`config.mk`:
```
export PLATFORM = sky130hd
export DESIGN_NAME = data_mem_arbiter_flat
export DESIGN_NICKNAME = d
export VERILOG_FILES = /design/src/rtl/data_mem_arbiter_pkg.sv /design/src/rtl/data_mem_arbiter_if.sv /design/src/rtl/data_mem_arbiter.sv /design/src/flat_wrapper.sv
export SDC_FILE = /design/constraint.sdc
export NUM_CORES = 1
export LEC_CHECK = 0
export BUFFER_PORTS_ARGS = -buffer_cell sky130_fd_sc_hd__buf_4
export CAP_MARGIN = 20
export CORE_AREA = 2 2 121 123
export DETAILED_ROUTE_END_ITERATION = 10
export DIE_AREA = 0 0 123 125
export HOLD_SLACK_MARGIN = 0.15
export MAX_ROUTING_LAYER = met4
export PLACE_DENSITY = 0.56
export SLEW_MARGIN = 20
export SYNTH_ARGS = -nofsm -noshare
export SYNTH_HDL_FRONTEND = slang
export SYNTH_SLANG_ARGS = --single-unit
```
`constraint.sdc`:
```
create_clock -name clk -period 2.5 [get_ports clk]
set_clock_uncertainty 0.2 [all_clocks]
set_input_delay 0.125 -clock clk [delete_from_list [all_inputs] [get_ports clk]]
set_output_delay 0.125 -clock clk [all_outputs]
set_load 0.05 [all_outputs]
```
`src/rtl/data_mem_arbiter_pkg.sv`:
```
// Shared definitions for the data-memory arbiter: FSM state codes, grant
// encoding and the DMA alignment test.
package data_mem_arbiter_pkg;

  localparam logic [1:0] IDLE      = 2'd0;
  localparam logic [1:0] CPU       = 2'd1;
  localparam logic [1:0] DMA_BURST = 2'd2;

  typedef enum logic [1:0] {
    GNT_NONE = 2'd0,
    GNT_CPU  = 2'd1,
    GNT_DMA  = 2'd2
  } gnt_e;

  function automatic logic is_misaligned(input logic [1:0] addr_lsb);
    return addr_lsb != 2'b00;
  endfunction

endpackage

```
`src/rtl/data_mem_arbiter_if.sv`:
```
// Bus bundle between the MEM stage, the DMA engine, the data memory and the
// arbiter; the arbiter takes the slave side, clients and memory the master side.
interface data_mem_arbiter_if #(
  parameter int CNT_W = 4
);
  import data_mem_arbiter_pkg::*;

  // Handshakes: cpu_req is answered in the same cycle (cpu_stall=0 means the
  // access happened); dma_req is held until the one-cycle dma_ack pulse that
  // follows its grant, after which the DMA drops it or presents the next beat.
  logic        cpu_req;
  logic        cpu_we;
  logic [31:0] cpu_addr;
  logic [31:0] cpu_wdata;
  logic [31:0] cpu_rdata;
  logic        cpu_stall;

  logic        dma_req;
  logic        dma_we;
  logic        dma_lock;
  logic [31:0] dma_addr;
  logic [31:0] dma_wdata;
  logic        dma_ack;
  logic [31:0] dma_rdata;
  logic        dma_err;

  logic [31:0] mem_addr;
  logic [31:0] mem_wdata;
  logic        mem_read;
  logic        mem_write;
  logic [31:0] mem_rdata;

  logic [1:0]       dbg_state;
  logic [CNT_W-1:0] dbg_burst_cnt;
  logic [CNT_W-1:0] dbg_starve_cnt;

  modport slave (
    input  cpu_req, cpu_we, cpu_addr, cpu_wdata,
    output cpu_rdata, cpu_stall,
    input  dma_req, dma_we, dma_lock, dma_addr, dma_wdata,
    output dma_ack, dma_rdata, dma_err,
    output mem_addr, mem_wdata, mem_read, mem_write,
    input  mem_rdata,
    output dbg_state, dbg_burst_cnt, dbg_starve_cnt
  );

  modport master (
    output cpu_req, cpu_we, cpu_addr, cpu_wdata,
    input  cpu_rdata, cpu_stall,
    output dma_req, dma_we, dma_lock, dma_addr, dma_wdata,
    input  dma_ack, dma_rdata, dma_err,
    input  mem_addr, mem_wdata, mem_read, mem_write,
    output mem_rdata,
    input  dbg_state, dbg_burst_cnt, dbg_starve_cnt
  );

endinterface

```
`src/rtl/data_mem_arbiter.sv`:
```
// Arbitrates the single-port data memory between the CPU MEM stage (priority)
// and a DMA port with starvation protection and lockable bursts.
module data_mem_arbiter
  import data_mem_arbiter_pkg::*;
#(
  parameter int STARVE_LIMIT = 4,
  parameter int BURST_MAX    = 8,
  parameter int CNT_W        = 4
) (
  input  logic             clk,
  input  logic             reset,
  data_mem_arbiter_if.slave bus
);

  localparam logic [CNT_W-1:0] STARVE_MAX = CNT_W'(STARVE_LIMIT);
  localparam logic [CNT_W-1:0] BURST_LIM  = CNT_W'(BURST_MAX);

  logic [1:0]       state_q, state_d;
  logic [CNT_W-1:0] burst_cnt_q, burst_cnt_d;
  logic [CNT_W-1:0] starve_cnt_q, starve_cnt_d;
  logic             dma_ack_q, dma_ack_d;
  logic             dma_err_q, dma_err_d;
  logic [31:0]      dma_rdata_q, dma_rdata_d;

  gnt_e gnt;
  logic burst_cont;
  logic dma_req_eff;
  logic dma_bad_addr;

  // A locked burst assumes the DMA presents its next beat in the ack cycle,
  // so continuation bypasses the ack-cycle masking that guards plain requests.
  assign burst_cont   = (state_q == DMA_BURST) && bus.dma_req && bus.dma_lock &&
                        (burst_cnt_q < BURST_LIM);
  assign dma_req_eff  = bus.dma_req && !dma_ack_q;
  assign dma_bad_addr = is_misaligned(bus.dma_addr[1:0]);

  always_comb begin
    gnt = GNT_NONE;
    if (!reset) begin
      gnt = GNT_NONE;
    end else if (burst_cont) begin
      gnt = GNT_DMA;
    end else if (dma_req_eff && (!bus.cpu_req || starve_cnt_q == STARVE_MAX)) begin
      gnt = GNT_DMA;
    end else if (bus.cpu_req) begin
      gnt = GNT_CPU;
    end
  end

  always_comb begin
    state_d = IDLE;
    case (gnt)
      GNT_DMA: state_d = DMA_BURST;
      GNT_CPU: state_d = CPU;
      default: state_d = IDLE;
    endcase
  end

  always_comb begin
    burst_cnt_d = '0;
    if (gnt == GNT_DMA) begin
      burst_cnt_d = (burst_cnt_q == BURST_LIM) ? burst_cnt_q : burst_cnt_q + CNT_W'(1);
    end
  end

  // Counts on the raw request so the ack cycle still counts as a CPU win
  // while the DMA keeps asking.
  always_comb begin
    starve_cnt_d = starve_cnt_q;
    if (gnt == GNT_DMA || !bus.dma_req) begin
      starve_cnt_d = '0;
    end else if (gnt == GNT_CPU && starve_cnt_q != STARVE_MAX) begin
      starve_cnt_d = starve_cnt_q + CNT_W'(1);
    end
  end

  always_comb begin
    bus.mem_addr  = '0;
    bus.mem_wdata = '0;
    bus.mem_read  = 1'b0;
    bus.mem_write = 1'b0;
    bus.cpu_rdata = '0;
    case (gnt)
      GNT_CPU: begin
        bus.mem_addr  = bus.cpu_addr;
        bus.mem_wdata = bus.cpu_wdata;
        bus.mem_read  = !bus.cpu_we;
        bus.mem_write = bus.cpu_we;
        bus.cpu_rdata = bus.cpu_we ? 32'd0 : bus.mem_rdata;
      end
      GNT_DMA: begin
        bus.mem_addr  = bus.dma_addr;
        bus.mem_wdata = bus.dma_wdata;
        bus.mem_read  = !bus.dma_we;
        bus.mem_write = bus.dma_we && !dma_bad_addr;
      end
      default: ;
    endcase
  end

  // dma_rdata only reloads on DMA reads; writes leave the last read value.
  always_comb begin
    dma_ack_d   = (gnt == GNT_DMA);
    dma_err_d   = (gnt == GNT_DMA) && dma_bad_addr;
    dma_rdata_d = dma_rdata_q;
    if (gnt == GNT_DMA && !bus.dma_we) begin
      dma_rdata_d = bus.mem_rdata;
    end
  end

  always_ff @(posedge clk or negedge reset) begin
    if (!reset) begin
      state_q      <= IDLE;
      burst_cnt_q  <= '0;
      starve_cnt_q <= '0;
      dma_ack_q    <= 1'b0;
      dma_err_q    <= 1'b0;
      dma_rdata_q  <= '0;
    end else begin
      state_q      <= state_d;
      burst_cnt_q  <= burst_cnt_d;
      starve_cnt_q <= starve_cnt_d;
      dma_ack_q    <= dma_ack_d;
      dma_err_q    <= dma_err_d;
      dma_rdata_q  <= dma_rdata_d;
    end
  end

  assign bus.cpu_stall      = bus.cpu_req && (gnt != GNT_CPU);
  assign bus.dma_ack        = dma_ack_q;
  assign bus.dma_err        = dma_err_q;
  assign bus.dma_rdata      = dma_rdata_q;
  assign bus.dbg_state      = state_q;
  assign bus.dbg_burst_cnt  = burst_cnt_q;
  assign bus.dbg_starve_cnt = starve_cnt_q;

endmodule

```
`src/flat_wrapper.sv`:
```
// flat-port wrapper written by rule: the top's interface ports become plain ports
module data_mem_arbiter_flat import data_mem_arbiter_pkg::*;
#(
  parameter int STARVE_LIMIT = 4,
  parameter int BURST_MAX    = 8,
  parameter int CNT_W        = 4
)
  (clk, reset, bus_cpu_req, bus_cpu_we, bus_cpu_addr, bus_cpu_wdata, bus_cpu_rdata, bus_cpu_stall, bus_dma_req, bus_dma_we, bus_dma_lock, bus_dma_addr, bus_dma_wdata, bus_dma_ack, bus_dma_rdata, bus_dma_err, bus_mem_addr, bus_mem_wdata, bus_mem_read, bus_mem_write, bus_mem_rdata, bus_dbg_state, bus_dbg_burst_cnt, bus_dbg_starve_cnt);
  data_mem_arbiter_if #(.CNT_W(CNT_W)) bus_i ();
  input  logic clk;
  input  logic reset;
  input wire logic [$bits(bus_i.cpu_req)-1:0] bus_cpu_req;
  input wire logic [$bits(bus_i.cpu_we)-1:0] bus_cpu_we;
  input wire logic [$bits(bus_i.cpu_addr)-1:0] bus_cpu_addr;
  input wire logic [$bits(bus_i.cpu_wdata)-1:0] bus_cpu_wdata;
  output wire logic [$bits(bus_i.cpu_rdata)-1:0] bus_cpu_rdata;
  output wire logic [$bits(bus_i.cpu_stall)-1:0] bus_cpu_stall;
  input wire logic [$bits(bus_i.dma_req)-1:0] bus_dma_req;
  input wire logic [$bits(bus_i.dma_we)-1:0] bus_dma_we;
  input wire logic [$bits(bus_i.dma_lock)-1:0] bus_dma_lock;
  input wire logic [$bits(bus_i.dma_addr)-1:0] bus_dma_addr;
  input wire logic [$bits(bus_i.dma_wdata)-1:0] bus_dma_wdata;
  output wire logic [$bits(bus_i.dma_ack)-1:0] bus_dma_ack;
  output wire logic [$bits(bus_i.dma_rdata)-1:0] bus_dma_rdata;
  output wire logic [$bits(bus_i.dma_err)-1:0] bus_dma_err;
  output wire logic [$bits(bus_i.mem_addr)-1:0] bus_mem_addr;
  output wire logic [$bits(bus_i.mem_wdata)-1:0] bus_mem_wdata;
  output wire logic [$bits(bus_i.mem_read)-1:0] bus_mem_read;
  output wire logic [$bits(bus_i.mem_write)-1:0] bus_mem_write;
  input wire logic [$bits(bus_i.mem_rdata)-1:0] bus_mem_rdata;
  output wire logic [$bits(bus_i.dbg_state)-1:0] bus_dbg_state;
  output wire logic [$bits(bus_i.dbg_burst_cnt)-1:0] bus_dbg_burst_cnt;
  output wire logic [$bits(bus_i.dbg_starve_cnt)-1:0] bus_dbg_starve_cnt;
  assign bus_i.cpu_req = bus_cpu_req;
  assign bus_i.cpu_we = bus_cpu_we;
  assign bus_i.cpu_addr = bus_cpu_addr;
  assign bus_i.cpu_wdata = bus_cpu_wdata;
  assign bus_cpu_rdata = bus_i.cpu_rdata;
  assign bus_cpu_stall = bus_i.cpu_stall;
  assign bus_i.dma_req = bus_dma_req;
  assign bus_i.dma_we = bus_dma_we;
  assign bus_i.dma_lock = bus_dma_lock;
  assign bus_i.dma_addr = bus_dma_addr;
  assign bus_i.dma_wdata = bus_dma_wdata;
  assign bus_dma_ack = bus_i.dma_ack;
  assign bus_dma_rdata = bus_i.dma_rdata;
  assign bus_dma_err = bus_i.dma_err;
  assign bus_mem_addr = bus_i.mem_addr;
  assign bus_mem_wdata = bus_i.mem_wdata;
  assign bus_mem_read = bus_i.mem_read;
  assign bus_mem_write = bus_i.mem_write;
  assign bus_i.mem_rdata = bus_mem_rdata;
  assign bus_dbg_state = bus_i.dbg_state;
  assign bus_dbg_burst_cnt = bus_i.dbg_burst_cnt;
  assign bus_dbg_starve_cnt = bus_i.dbg_starve_cnt;
  data_mem_arbiter #(.STARVE_LIMIT(STARVE_LIMIT), .BURST_MAX(BURST_MAX), .CNT_W(CNT_W)) u_core (.clk(clk), .reset(reset), .bus(bus_i));
endmodule
```
Word-level counts from Yosys, hierarchy flattened

Cells that the tools add are included.

Add/sub/neg operators: 2
Magnitude comparators: 1
Eq/ne operators: 8
Multiplexer cells: 15
Reduce and logical (&&, ||, !) cells: 20

Operators by type and width:

| cell                                                                    | count |
|---|---|
| 32-bit case mux with 2 select lines                                     | 2 |
| 32-bit 2-to-1 mux                                                       | 2 |
| 4-bit 2-to-1 mux                                                        | 4 |
| 1-bit logical AND                                                       | 10 |
| 4-bit by 1-bit adder with 4-bit output, second input constant           | 2 |
| 1-bit logical NOT                                                       | 6 |
| 2-bit 2-to-1 mux                                                        | 3 |
| 2-bit equality test, second input constant                              | 2 |
| 4-bit by 3-bit equality test with 1-bit output, second input constant   | 1 |
| 4-bit equality test, second input constant                              | 1 |
| 4-bit less-than comparator, second input constant                       | 1 |
| 4-bit by 3-bit inequality test with 1-bit output, second input constant | 1 |
| 1-bit case mux with 2 select lines                                      | 2 |
| 2-bit case mux with 2 select lines                                      | 1 |
| 2-bit nonzero test                                                      | 2 |
| 2-bit by 1-bit equality test with 1-bit output, second input constant   | 1 |
| 1-bit logical OR                                                        | 2 |
| 2-bit by 1-bit inequality test with 1-bit output, second input constant | 1 |
| 2-bit inequality test, second input constant                            | 1 |
| 1-bit 2-to-1 mux                                                        | 1 |

Register bits: 44
Output and inout bits: 143

Depth between registers and ports, before layout

Word-level depth: 10
Depth in mapped cells: 11
Depth with buffers taken out: 9

Worst setup path before layout

No wires, ideal clock.

Kind: register -> output
From: register u_core.starve_cnt_q[0], in the netlist u_core.bus.dbg_starve_cnt[0]
To: output bus_mem_read
Arrival: 2.824 ns
Data required time: 2.175 ns
Slack: -0.649 ns
Cell stages (with the launch flop): 12
Buffers on the path: 2
Cell sequence: dfrtp_1 -> inv_1 -> ha_1 -> nand3b_1 -> and2_1 -> o211a_1 -> ha_1 -> buf_2 -> and2b_1 -> buf_2 -> inv_1 -> a21oi_1

Longest elaborated chain between the ends: 8

RTL lines:

| item                                                                                  | RTL line                | RTL |
|---|---|---|
| start, declared                                                                       | data_mem_arbiter.sv:20  | `logic [CNT_W-1:0] starve_cnt_q, starve_cnt_d;` |
| start signal, assigned                                                                | data_mem_arbiter.sv:122 | `starve_cnt_q <= starve_cnt_d;` |
| 4-bit by 3-bit equality test with 1-bit output *                                      | data_mem_arbiter.sv:43  | `end else if (dma_req_eff && (!bus.cpu_req \|\| starve_cnt_q == STARVE_MAX)) begin` |
| 1-bit logical OR *                                                                    | data_mem_arbiter.sv:43  |  |
| 1-bit logical AND *                                                                   | data_mem_arbiter.sv:43  |  |
| 2-bit 2-to-1 mux *                                                                    | data_mem_arbiter.sv:43  |  |
| 2-bit 2-to-1 mux *                                                                    | data_mem_arbiter.sv:41  | `end else if (burst_cont) begin` |
| 2-bit 2-to-1 mux *                                                                    | data_mem_arbiter.sv:39  | `if (!reset) begin` |
| 2-bit equality test or 2-bit by 1-bit equality test with 1-bit output (tied branches) | data_mem_arbiter.sv:83  | `case (gnt)` |
| 1-bit case mux with 2 select lines *                                                  | data_mem_arbiter.sv:83  |  |
| end, declared                                                                         | flat_wrapper.sv:28      | `output wire logic [$bits(bus_i.mem_read)-1:0] bus_mem_read;` |

Every way passes the cells marked *; elsewhere a longest branch is shown, timed or not.

Worst setup path in the final report

From: register u_core.starve_cnt_q[1], in the netlist u_core.bus.dbg_starve_cnt[1]
To: output bus_mem_wdata[2]

Longest elaborated chain between the ends: 8

RTL lines:

| item                                           | RTL line               | RTL |
|---|---|---|
| 4-bit by 3-bit equality test with 1-bit output | data_mem_arbiter.sv:43 |  |
| 1-bit logical OR                               | data_mem_arbiter.sv:43 |  |
| 1-bit logical AND                              | data_mem_arbiter.sv:43 |  |
| 2-bit 2-to-1 mux                               | data_mem_arbiter.sv:43 |  |
| 2-bit 2-to-1 mux                               | data_mem_arbiter.sv:41 |  |
| 2-bit 2-to-1 mux                               | data_mem_arbiter.sv:39 |  |
| 2-bit equality test                            | -                      |  |
| net u_core.dma_ack_d                           | data_mem_arbiter.sv:21 | `logic dma_ack_q, dma_ack_d;` |
| 32-bit case mux with 2 select lines            | data_mem_arbiter.sv:83 |  |
| end, declared                                  | flat_wrapper.sv:27     | `output wire logic [$bits(bus_i.mem_wdata)-1:0] bus_mem_wdata;` |

The timed path passes the listed nets, and every way through them passes these cells.

==> key figures <==
Clock network
  • Clock net sink count: 43
  • Root buffer cell: clkbuf_16
  • Clock insertion delay at the later pin of the skew report: 0.28 ns
  • CTS tree: done
  • H-tree depth: 2
  • CTS buffer count: 5
  • Largest buffer count on any clock path: 2
  • Clock transition at path regs: 0.06 ns

Detailed routing
  • Initial DRC Count: 159
  • Vias post-DR: 4109
  • Post-DRT Antenna Nets: 0
  • DRC Markers: 0
  • Vias per inst: 4.648
  • Drt wl/cell: 18.98 microns
  • TritonRoute pass-1 iters: 4
  • Final WL: 16780 microns

Die
  • Die width: 123 microns
  • DIE AREA: 0.01538 sq mm
  • Core area: 0.01420 sq mm
  • # rows: 44
  • Initial Utilization: 20.70%
  • Die height: 125 microns
  • Boundary pin count: 310

Worst setup path
  • Reg2reg end: u_core.bus.dma_rdata[10]
  • Setup crit start: u_core.bus.dbg_starve_cnt[1]
  • R2r worst-path depth: 12
  • CP startpoint kind: register
  • Worst path arrival time: 2.38 ns
  • Crit Path Max Fanout: 11
  • Crit Reg-Reg Startpoint: u_core.bus.dbg_starve_cnt[1]
  • WS Path Type: reg2out
  • WP data required: 2.17 ns
  • Reg2Reg Setup Slack: -0.13 ns
  • Worst setup EP type: output port

Hold path
  • Hold depth: 4
  • Worst Hold End: u_core.bus.dbg_state[0]
  • HP Class: in2reg
  • Hold path startpoint: bus_cpu_req

Logic synthesis
  • Top cells by area, synth: dfrtp_1 37%, a22oi_1 16%, mux2_1 12%
  • Synth warn: 0
  • Mean Syn Cell Area: 9.075 sq um
  • Main flop type after synthesis: dfrtp_1
  • Top cell type by total area after synthesis: dfrtp_1
  • Count of state elements after synthesis: 43
  • Synthesized area: 0.002940 sq mm
  • Ys async rst share: 100.0%
  • Top-area cell type share of the netlist area: 36.60%
  • Post-synth EDFFs: 0
  • Netlist cell types: 35
  • Syn nets: 499
  • Cells after Synth: 324
  • Register area share after synthesis: 36.60%

Pwr
  • P per Cell Area: 468.0 mW/mm^2
  • Total Power: 3831 uW
  • Worst vdd ir: 0.2174 mV
  • Static Leak: 0.003678 uW

Timing
  • PnR worst setup slack: -0.2090 ns
  • Setup-failing EPs final: 125
  • Post-layout min period: 2.709 ns
  • Slew Viols, Final: 0
  • Slew headroom: 62.34%
  • Final cycle utilization of the critical path: 108.4%
  • Worst-margin pin slew: 0.5648 ns
  • RSZ-0062 raised after global routing: true
  • Min Hold Slack: 0.2202 ns
  • Endpoints failing hold: 0
  • Max Clock Freq: 0.3691 GHz

GRT
  • First-pass GRT wire length: 23340 microns
  • Gr busiest metal: met2
  • Total GRT Usage: 20.03%
  • Met3 usage: 3.923%
  • Met2 usage: 36.56%
  • Overflow after GRT: 0
  • Antenna violations before repair: 0
  • Vias in the first global route: 4350
  • Largest net degree at the start of global routing: 44
  • Routing usage on met1: 21.98%

Finish
  • Ratio of cells with drive above 1 in the final layout: 81.29%
  • Nets: 874
  • Diode count: 0
  • Final core occ: 57.64%
  • Post-layout instance area: 0.008187 sq mm
  • Synth-to-Final Area Change: 178.4%

Placed design
  • Worst slack at placement: -0.04335 ns
  • Post-detail-place hpwl: 11150 microns
  • Placer congestion estimate: 0.9473
  • Count of input and output buffers: 309
  • Placed Area: 0.006276 sq mm

Status
  • Outcome: complete, but fails checks
  • Failing checks: setup timing

Run
  • Max Cap Viol: 0
[final cells by class]
class	count	area [sq um]
timing repair buffer	398	3978
inverter	7	26.28
fill	1195	6017
clock inverter	2	12.51
sequential	43	1080
multi-input combinational	244	2731
clock buffer	6	128.9
tap	184	230.2
[where the power goes]
part	switching [uW]	internal (uW)	total [uW]
combinational	1300	962	2270
clock	265	369	633
sequential	83.5	848	932
[cells in the mapped netlist, types with 2 or more instances]
master / n
and3_1: 2
nand3_1: 4
ha_1: 8
buf_6: 3
nor2b_1: 4
nor2_1: 67
clkbuf_1: 12
nand2b_1: 3
buf_1: 3
o21ai_0: 2
dfrtp_1: 43
a22oi_1: 64
buf_2: 11
mux2_1: 32
nand3b_1: 3
mux2i_1: 3
a21oi_1: 3
inv_1: 7
and2_1: 34
[sequential cells by signal, indices dropped and copies added (netlist names)]
| register | count |
|---|---|
| u_core.bus.dma_err | 1 |
| u_core.bus.dbg_starve_cnt | 4 |
| u_core.bus.dma_rdata | 32 |
| u_core.bus.dma_ack | 1 |
| u_core.bus.dbg_burst_cnt | 4 |
| u_core.bus.dbg_state | 1 |
[timing repair]
action | CTS | global route
pin swaps | 15 | 27
endpoints found under the hold margin | 81 | 0
hold buffers | 36 | 0
setup buffers | 12 | 9
cloned | 4 | 7
setup endpoints to repair | 98 | 132
resized for setup | 176 | 88
[cell families after synthesis]
| kind of cell | Yosys count | synth area share, % |
|---|---|---|
| simple gates | 122 | 20.43 |
| flops | 43 | 36.60 |
| xor+xnor | 1 | 0.2979 |
| compound gates | 77 | 19.53 |
| buf+inv | 37 | 6.085 |
| fa+ha+maj | 8 | 3.404 |
| mux | 36 | 13.66 |
[worst max-delay path, cell delays in order, from the launching register on]
cell,delay [ns]
dfrtp_2,0.41
inv_2,0.07
ha_4,0.12
nand3b_1,0.10
and2_4,0.16
o211ai_1,0.30
ha_4,0.23
buf_6,0.14
buf_16,0.14
a22oi_1,0.12
nor2_4,0.13
buf_8,0.15
[worst max-delay path by stage]
stage | slack [ns] | cells after the start | endpoint
after floorplan | -0.04 | 10 | bus_mem_addr[0]
after CTS | -0.23 | 11 | bus_mem_wdata[14]
final | -0.21 | 11 | bus_mem_wdata[2]
after global placement | 0.05 | 10 | bus_mem_addr[4]
after global routing | -0.33 | 11 | bus_mem_wdata[2]
after detailed placement | -0.04 | 8 | bus_cpu_rdata[28]
[per-stage QoR]
stage / instances / setup TNS (ns)
after floorplan: 324 / -2.235
after global placement: 811 / 0
after detailed placement: 811 / -1.072
after CTS: 871 / -16.96
after global routing: 884 / -28.35
final: 884 / -16.11
[layer usage]
layer	routed length, microns	share of wire, %	up-vias
li1	-	-	1907
met1	6149	37	2006
met2	9352	56	174
met3	1020	6.1	22
met4	257	1.5	0
met5	0	0	-
[layout by cell type (no fill, tap or decap), types with 2 or more instances in the layout]
| cell | instances |
|---|---|
| a21oi_1 | 2 |
| a21oi_4 | 2 |
| a22oi_1 | 16 |
| a22oi_2 | 48 |
| and2_4 | 33 |
| buf_12 | 12 |
| buf_16 | 2 |
| buf_4 | 231 |
| buf_6 | 63 |
| buf_8 | 48 |
| clkbuf_16 | 10 |
| dfrtp_1 | 40 |
| dfrtp_2 | 3 |
| dlygate4sd3_1 | 36 |
| ha_1 | 4 |
| ha_4 | 4 |
| inv_1 | 4 |
| inv_2 | 3 |
| mux2_4 | 32 |
| mux2i_1 | 3 |
| nand2b_4 | 2 |
| nand3_1 | 4 |
| nand3b_1 | 3 |
| nor2_1 | 2 |
| nor2_2 | 2 |
| nor2_4 | 63 |
| nor2b_1 | 3 |
| o21ai_0 | 2 |
No activity file was read; power rests on OpenSTA's default activity.
